$ cat config.mk
export PLATFORM = sky130hd
export DESIGN_NAME = ac97_frame_tx_flat
export DESIGN_NICKNAME = d
export VERILOG_FILES = /design/src/rtl/ac97_frame_tx_if.sv /design/src/rtl/ac97_frame_tx.sv /design/src/flat_wrapper.sv
export SDC_FILE = /design/constraint.sdc
export NUM_CORES = 1
export LEC_CHECK = 0
export ABC_AREA = 1
export CAP_MARGIN = 20
export CORE_MARGIN = 3
export CORE_UTILIZATION = 47
export DETAILED_ROUTE_END_ITERATION = 7
export PLACE_DENSITY = 0.74
export SYNTH_ARGS = -nofsm -noshare
export SYNTH_HDL_FRONTEND = slang
export SYNTH_SLANG_ARGS = --single-unit
$ cat constraint.sdc
create_clock -name I_BITCLK -period 3.6 [get_ports I_BITCLK]
set_input_delay 0.54 -clock I_BITCLK [delete_from_list [all_inputs] [get_ports I_BITCLK]]
set_output_delay 0.54 -clock I_BITCLK [all_outputs]
set_load 0.01 [all_outputs]
$ cat src/rtl/ac97_frame_tx_if.sv
// ac97_frame_tx_if: sample and command inputs plus AC'97 pin outputs of the frame transmitter
interface ac97_frame_tx_if;
  logic [19:0] I_LEFT_SAMPLE;
  logic [19:0] I_RIGHT_SAMPLE;
  logic        I_CMD_VALID;
  logic        I_CMD_RD;
  logic [6:0]  I_CMD_ADDR;
  logic [15:0] I_CMD_DATA;
  logic        O_CMD_READY;
  logic        O_STROBE;
  logic        O_SYNC;
  logic        O_SDATA_OUT;
  modport master (
    output I_LEFT_SAMPLE, I_RIGHT_SAMPLE, I_CMD_VALID, I_CMD_RD, I_CMD_ADDR, I_CMD_DATA,
    input  O_CMD_READY, O_STROBE, O_SYNC, O_SDATA_OUT
  );
  modport slave (
    input  I_LEFT_SAMPLE, I_RIGHT_SAMPLE, I_CMD_VALID, I_CMD_RD, I_CMD_ADDR, I_CMD_DATA,
    output O_CMD_READY, O_STROBE, O_SYNC, O_SDATA_OUT
  );
endinterface

$ cat src/rtl/ac97_frame_tx.sv
// ac97_frame_tx: AC'97 256-bit output frame serialiser with per-frame sample strobe; define AC97_CMD_SLOT_EN to carry codec register commands in slots 1-2
module ac97_frame_tx #(
  parameter int STARTUP_CYCLES = 512
) (
  input logic            I_BITCLK,
  input logic            I_RESET,
  ac97_frame_tx_if.slave bus
);
  localparam int CW = (STARTUP_CYCLES > 1) ? $clog2(STARTUP_CYCLES) : 1;
  typedef enum logic {WAIT, RUN} state_t;
  state_t         r_state, w_state_nxt;
  logic [CW-1:0]  r_cnt;
  logic [7:0]     r_b, w_b_nxt;
  logic           w_load;
  logic [254:0]   r_sr;
  logic [255:0]   w_frame;
  logic           r_sync, r_sdata, r_strobe;
  logic           w_cp, w_cmd_rd;
  logic [6:0]     w_cmd_addr;
  logic [15:0]    w_cmd_data;

  assign w_frame = {1'b1, w_cp, w_cp & ~w_cmd_rd, 2'b11, 11'd0,
                    w_cp ? {w_cmd_rd, w_cmd_addr, 12'd0} : 20'd0,
                    (w_cp & ~w_cmd_rd) ? {w_cmd_data, 4'd0} : 20'd0,
                    bus.I_LEFT_SAMPLE, bus.I_RIGHT_SAMPLE, 160'd0};

  // frame load happens at the end of the startup wait and on every 255->0 wrap
  always_comb begin
    w_load      = (r_state == WAIT) ? (r_cnt == CW'(STARTUP_CYCLES - 1)) : (r_b == 8'd255);
    w_state_nxt = (r_state == RUN || w_load) ? RUN : WAIT;
    w_b_nxt     = (r_state == RUN) ? r_b + 8'd1 : 8'd0;
  end

  // state register
  always_ff @(posedge I_BITCLK or posedge I_RESET) begin
    if (I_RESET) r_state <= WAIT;
    else         r_state <= w_state_nxt;
  end

  // startup counter, bit counter, frame shifter and registered pin outputs
  always_ff @(posedge I_BITCLK or posedge I_RESET) begin
    if (I_RESET) begin
      r_cnt    <= '0;
      r_b      <= 8'd0;
      r_sr     <= '0;
      r_sdata  <= 1'b0;
      r_sync   <= 1'b0;
      r_strobe <= 1'b0;
    end else begin
      r_cnt    <= (r_state == WAIT) ? r_cnt + CW'(1) : r_cnt;
      r_b      <= w_b_nxt;
      r_sr     <= w_load ? w_frame[254:0] : {r_sr[253:0], 1'b0};
      r_sdata  <= (w_state_nxt == RUN) && (w_load ? w_frame[255] : r_sr[254]);
      r_sync   <= (w_state_nxt == RUN) && (w_b_nxt < 8'd16);
      r_strobe <= (r_state == RUN) && (w_b_nxt == 8'd254);
    end
  end

  assign bus.O_SYNC      = r_sync;
  assign bus.O_SDATA_OUT = r_sdata;
  assign bus.O_STROBE    = r_strobe;

`ifdef AC97_CMD_SLOT_EN
  logic        r_pend, r_rd;
  logic [6:0]  r_addr;
  logic [15:0] r_data;

  // one pending command: captured on accept, consumed by the next frame load
  always_ff @(posedge I_BITCLK or posedge I_RESET) begin
    if (I_RESET) begin
      r_pend <= 1'b0;
      r_rd   <= 1'b0;
      r_addr <= 7'd0;
      r_data <= 16'd0;
    end else begin
      if (bus.I_CMD_VALID && !r_pend) begin
        r_rd   <= bus.I_CMD_RD;
        r_addr <= bus.I_CMD_ADDR;
        r_data <= bus.I_CMD_DATA;
      end
      r_pend <= (bus.I_CMD_VALID && !r_pend) || (r_pend && !w_load);
    end
  end

  assign w_cp            = r_pend;
  assign w_cmd_rd        = r_rd;
  assign w_cmd_addr      = r_addr;
  assign w_cmd_data      = r_data;
  assign bus.O_CMD_READY = ~r_pend;
`else
  logic w_unused;
  assign w_unused        = ^{bus.I_CMD_VALID, bus.I_CMD_RD, bus.I_CMD_ADDR, bus.I_CMD_DATA};
  assign w_cp            = 1'b0;
  assign w_cmd_rd        = 1'b0;
  assign w_cmd_addr      = 7'd0;
  assign w_cmd_data      = 16'd0;
  assign bus.O_CMD_READY = 1'b0;
`endif
endmodule

$ cat src/flat_wrapper.sv
// flat-port wrapper written by rule: the top's interface ports become plain ports
module ac97_frame_tx_flat 
#(
  parameter int STARTUP_CYCLES = 512
)
  (I_BITCLK, I_RESET, bus_I_LEFT_SAMPLE, bus_I_RIGHT_SAMPLE, bus_I_CMD_VALID, bus_I_CMD_RD, bus_I_CMD_ADDR, bus_I_CMD_DATA, bus_O_CMD_READY, bus_O_STROBE, bus_O_SYNC, bus_O_SDATA_OUT);
  ac97_frame_tx_if bus_i ();
  input logic I_BITCLK;
  input logic I_RESET;
  input wire logic [$bits(bus_i.I_LEFT_SAMPLE)-1:0] bus_I_LEFT_SAMPLE;
  input wire logic [$bits(bus_i.I_RIGHT_SAMPLE)-1:0] bus_I_RIGHT_SAMPLE;
  input wire logic [$bits(bus_i.I_CMD_VALID)-1:0] bus_I_CMD_VALID;
  input wire logic [$bits(bus_i.I_CMD_RD)-1:0] bus_I_CMD_RD;
  input wire logic [$bits(bus_i.I_CMD_ADDR)-1:0] bus_I_CMD_ADDR;
  input wire logic [$bits(bus_i.I_CMD_DATA)-1:0] bus_I_CMD_DATA;
  output wire logic [$bits(bus_i.O_CMD_READY)-1:0] bus_O_CMD_READY;
  output wire logic [$bits(bus_i.O_STROBE)-1:0] bus_O_STROBE;
  output wire logic [$bits(bus_i.O_SYNC)-1:0] bus_O_SYNC;
  output wire logic [$bits(bus_i.O_SDATA_OUT)-1:0] bus_O_SDATA_OUT;
  assign bus_i.I_LEFT_SAMPLE = bus_I_LEFT_SAMPLE;
  assign bus_i.I_RIGHT_SAMPLE = bus_I_RIGHT_SAMPLE;
  assign bus_i.I_CMD_VALID = bus_I_CMD_VALID;
  assign bus_i.I_CMD_RD = bus_I_CMD_RD;
  assign bus_i.I_CMD_ADDR = bus_I_CMD_ADDR;
  assign bus_i.I_CMD_DATA = bus_I_CMD_DATA;
  assign bus_O_CMD_READY = bus_i.O_CMD_READY;
  assign bus_O_STROBE = bus_i.O_STROBE;
  assign bus_O_SYNC = bus_i.O_SYNC;
  assign bus_O_SDATA_OUT = bus_i.O_SDATA_OUT;
  ac97_frame_tx #(.STARTUP_CYCLES(STARTUP_CYCLES)) u_core (.I_BITCLK(I_BITCLK), .I_RESET(I_RESET), .bus(bus_i));
endmodule
==> impl_metrics.ini <==
[critical_path]
crit_buf_inv = 1
slowest_stage = nand2_2
required_ns = 3.98
cp-end-kind = register
cp_top_family = simple AND/OR/NAND/NOR gates
max_stage_delay_ns = 0.53
crit_type = register to register
worst_path_most_repeated_cell = nand2_1
start_kind = register
critPathMaxFanout = 41
cp_data_arrival_time_ns = 2.97
worstPathCellList = ha_1 -> nand3_1 -> nor3_1 -> ha_1 -> nand2_1 -> nand2_2 -> inv_2 -> nand2_1 -> nand2_1

[pwr]
powerDensity_nw_per_um2 = 557
totalPowerFinal_mw = 3.06
leakage_nw = 3.01
max-vdd-ir-drop_v = 0.000259

[logic_synthesis]
synth_fp_nets = 526
synth_top_family_by_area = simple AND/OR/NAND/NOR gates
yosysTopAreaCell = dfrtp_1
synth_fa_ha_area_frac = 0.00866
synthSimpleGateAreaFrac = 0.214
syn_inst = 456
yosysWarnings = 0
async_reset_ff_frac = 1.00
muxShareOfSynthArea = 0
synthXorXnorAreaFrac = 0.0121
yosysMostFrequentCell = nand2_1
netlist.area_leader.share = 0.670
synth_area_leaders = dfrtp_1 67%, nand2_1 13%, inv_1 6.2%
synth_compound_area_frac = 0.00520
ys_top_cells_by_count = 149 x nand2_1, 116 x dfrtp_1, 72 x inv_1, 69 x nor2_1, 9 x nand3_1
postSynthAreaPerCell_um2 = 9.50
ys_ff_latch = 116
synthFlopType = dfrtp_1
synth-edff-count = 0
netlist-cell-type-count = 22
ys_seq_area_frac = 0.670
synth_area_um2 = 4330

[clock_network]
post_cts_resized = 0
root_buffer = clkbuf_8
cts_hold_buf = 0
htree_num_levels = 4
clk_path_buf_depth = 2
clk_pin_slew_ns = 0.06
cts_buffers = 17
clock_sinks = 116
clk_latency_ns = 0.50
cts_setup_buffers = 0
cts_tree = yes

[floorplan]
dieArea_um2 = 10400
rows = 34
die_h_um = 102
die_x_um = 102
start_util = 0.490
coreArea_um2 = 8850
io_pins = 71

[layout]
drive_gt1_frac = 0.0902
layoutNonFillerInstCount = 629
final_nets = 578
n_antenna_cell = 0
multiInputGateArea_um2 = 1050
regArea_um2 = 2900
area_delta_synth_final_pct = 26.7
num-fill-cells = 717

[timing]
fin_setup_tns_ns = 0
period_needed_ns = 2.60
setup_violations = 0
rsz0062_at_grt = no
worst_pin_slew_ns = 0.709
slew_viol_final = 0
hold_slack_ns = 0.435
layout_setup_ws_ns = 1.00
min_period_over_period = 0.722
max_freq_mhz = 385
slew_headroom = 0.526
finalHoldViolCount = 0
fin_skew_ns = 0.00893

[global_routing]
antenna_found_initial = 0
grt_pass1_vias = 2914
track_usage = 0.154
grt_max_degree = 57
gr-total-overflow = 0
grt_pass1_wl_mm = 12.4

[detailed_routing]
drtIter0Drc = 102
routed_via_density = 4.49
vias = 2823
finalWirelength_mm = 6.93
drt-pass1-iter-count = 4
postRouteAntennaNets = 0
drc = 0
avgRoutedWirePerCell_um = 11.0

[placed_design]
placed_cells = 596
gp_congestion = 0.754
io_buffers = 44
place_ws_ns = 0.992
place_hpwl_mm = 4.32

[hold_path]
hp-class = register to register

[status]
status = completed

[job]
cap_violations = 0
[power breakdown]
group          internal [mW]  switching (mW)  total [mW]
clock network           1.08           0.593        1.67
logic                 0.0456          0.0325      0.0781
registers               1.31        0.000140        1.31
total                   2.43           0.626        3.06
[worst reg2reg max path, stage by stage (launching register included)]
cell	delay, ns
dfrtp_1	0.39
ha_1	0.22
nand3_1	0.10
nor3_1	0.20
ha_1	0.22
nand2_1	0.07
nand2_2	0.53
inv_2	0.49
nand2_1	0.18
nand2_1	0.08
[sequential cells by signal, indices dropped and copies added, names as in the netlist]
| register | flops |
|---|---|
| u_core.bus.O_SYNC | 1 |
| u_core.r_sr | 95 |
| u_core.r_b | 8 |
| u_core.r_state | 1 |
| u_core.bus.O_SDATA_OUT | 1 |
| u_core.bus.O_STROBE | 1 |
| u_core.r_cnt | 9 |
[worst paths after layout]
path | endpoint | start | slack, ns | cells after the start
max | u_core.r_sr[180] | u_core.r_cnt[0] | 1.00 | 9
max reg2reg | u_core.r_sr[180] | u_core.r_cnt[0] | 1.00 | 9
max in group asynchronous | u_core.r_sr[181] | I_RESET | 2.37 | 4
min | u_core.r_sr[251] | u_core.r_sr[250] | 0.44 | 1
min in group asynchronous | u_core.r_cnt[4] | I_RESET | 0.46 | 2
min reg2reg | u_core.r_sr[251] | u_core.r_sr[250] | 0.44 | 1
[cell families (layout without fill, tap and decap cells)]
logic type,Yosys count,in the layout
and+or+nand+nor,236,236
DFF,116,116
buffers and inverters,90,155
xor gates and xnor gates,6,6
AOI/OAI and AO/OA,4,4
adders and majority gates,3,3
other,1,1
[stage by stage]
step	cell area (um2)	util
finish	5490	0.621
global route	5490	0.621
CTS	5470	0.618
detailed placement	4860	0.549
global placement	4860	0.549
floorplan	4340	-
[final cells by class]
type	instances	area share
clock buffer	18	0.0779
tap	108	0.0246
timing repair buffer	49	0.0952
multi-input combinational	250	0.190
clock inverter	14	0.0321
inverter	74	0.0513
sequential	116	0.528
[layer usage]
layer / vias to the layer above / wire length (um) / global-route usage
met3: 5 / 365 / 0.0601
met1: 1340 / 3170 / 0.189
met2: 56 / 3360 / 0.251
met5: - / 0 / 0
li1: 1422 / - / -
met4: 0 / 43 / 0.0515
[cells in the final DEF (no fill, tap or decap), types with 2 or more instances in the layout]
cell type | Yosys | final
a21oi_1 | 2 | 2
buf_12 | 0 | 2
buf_4 | 6 | 2
bufinv_16 | 0 | 3
clkbuf_16 | 0 | 16
clkbuf_8 | 0 | 2
clkdlybuf4s50_1 | 0 | 44
clkinv_2 | 0 | 2
clkinv_4 | 0 | 3
clkinvlp_4 | 0 | 3
dfrtp_1 | 116 | 116
ha_1 | 3 | 3
inv_1 | 72 | 71
inv_2 | 2 | 2
inv_6 | 0 | 4
nand2_1 | 149 | 149
nand2_2 | 2 | 2
nand3_1 | 9 | 9
nor2_1 | 69 | 69
or2_2 | 3 | 3
xnor2_1 | 4 | 4
xor2_1 | 2 | 2
No activity file was read; power rests on OpenSTA's default activity.
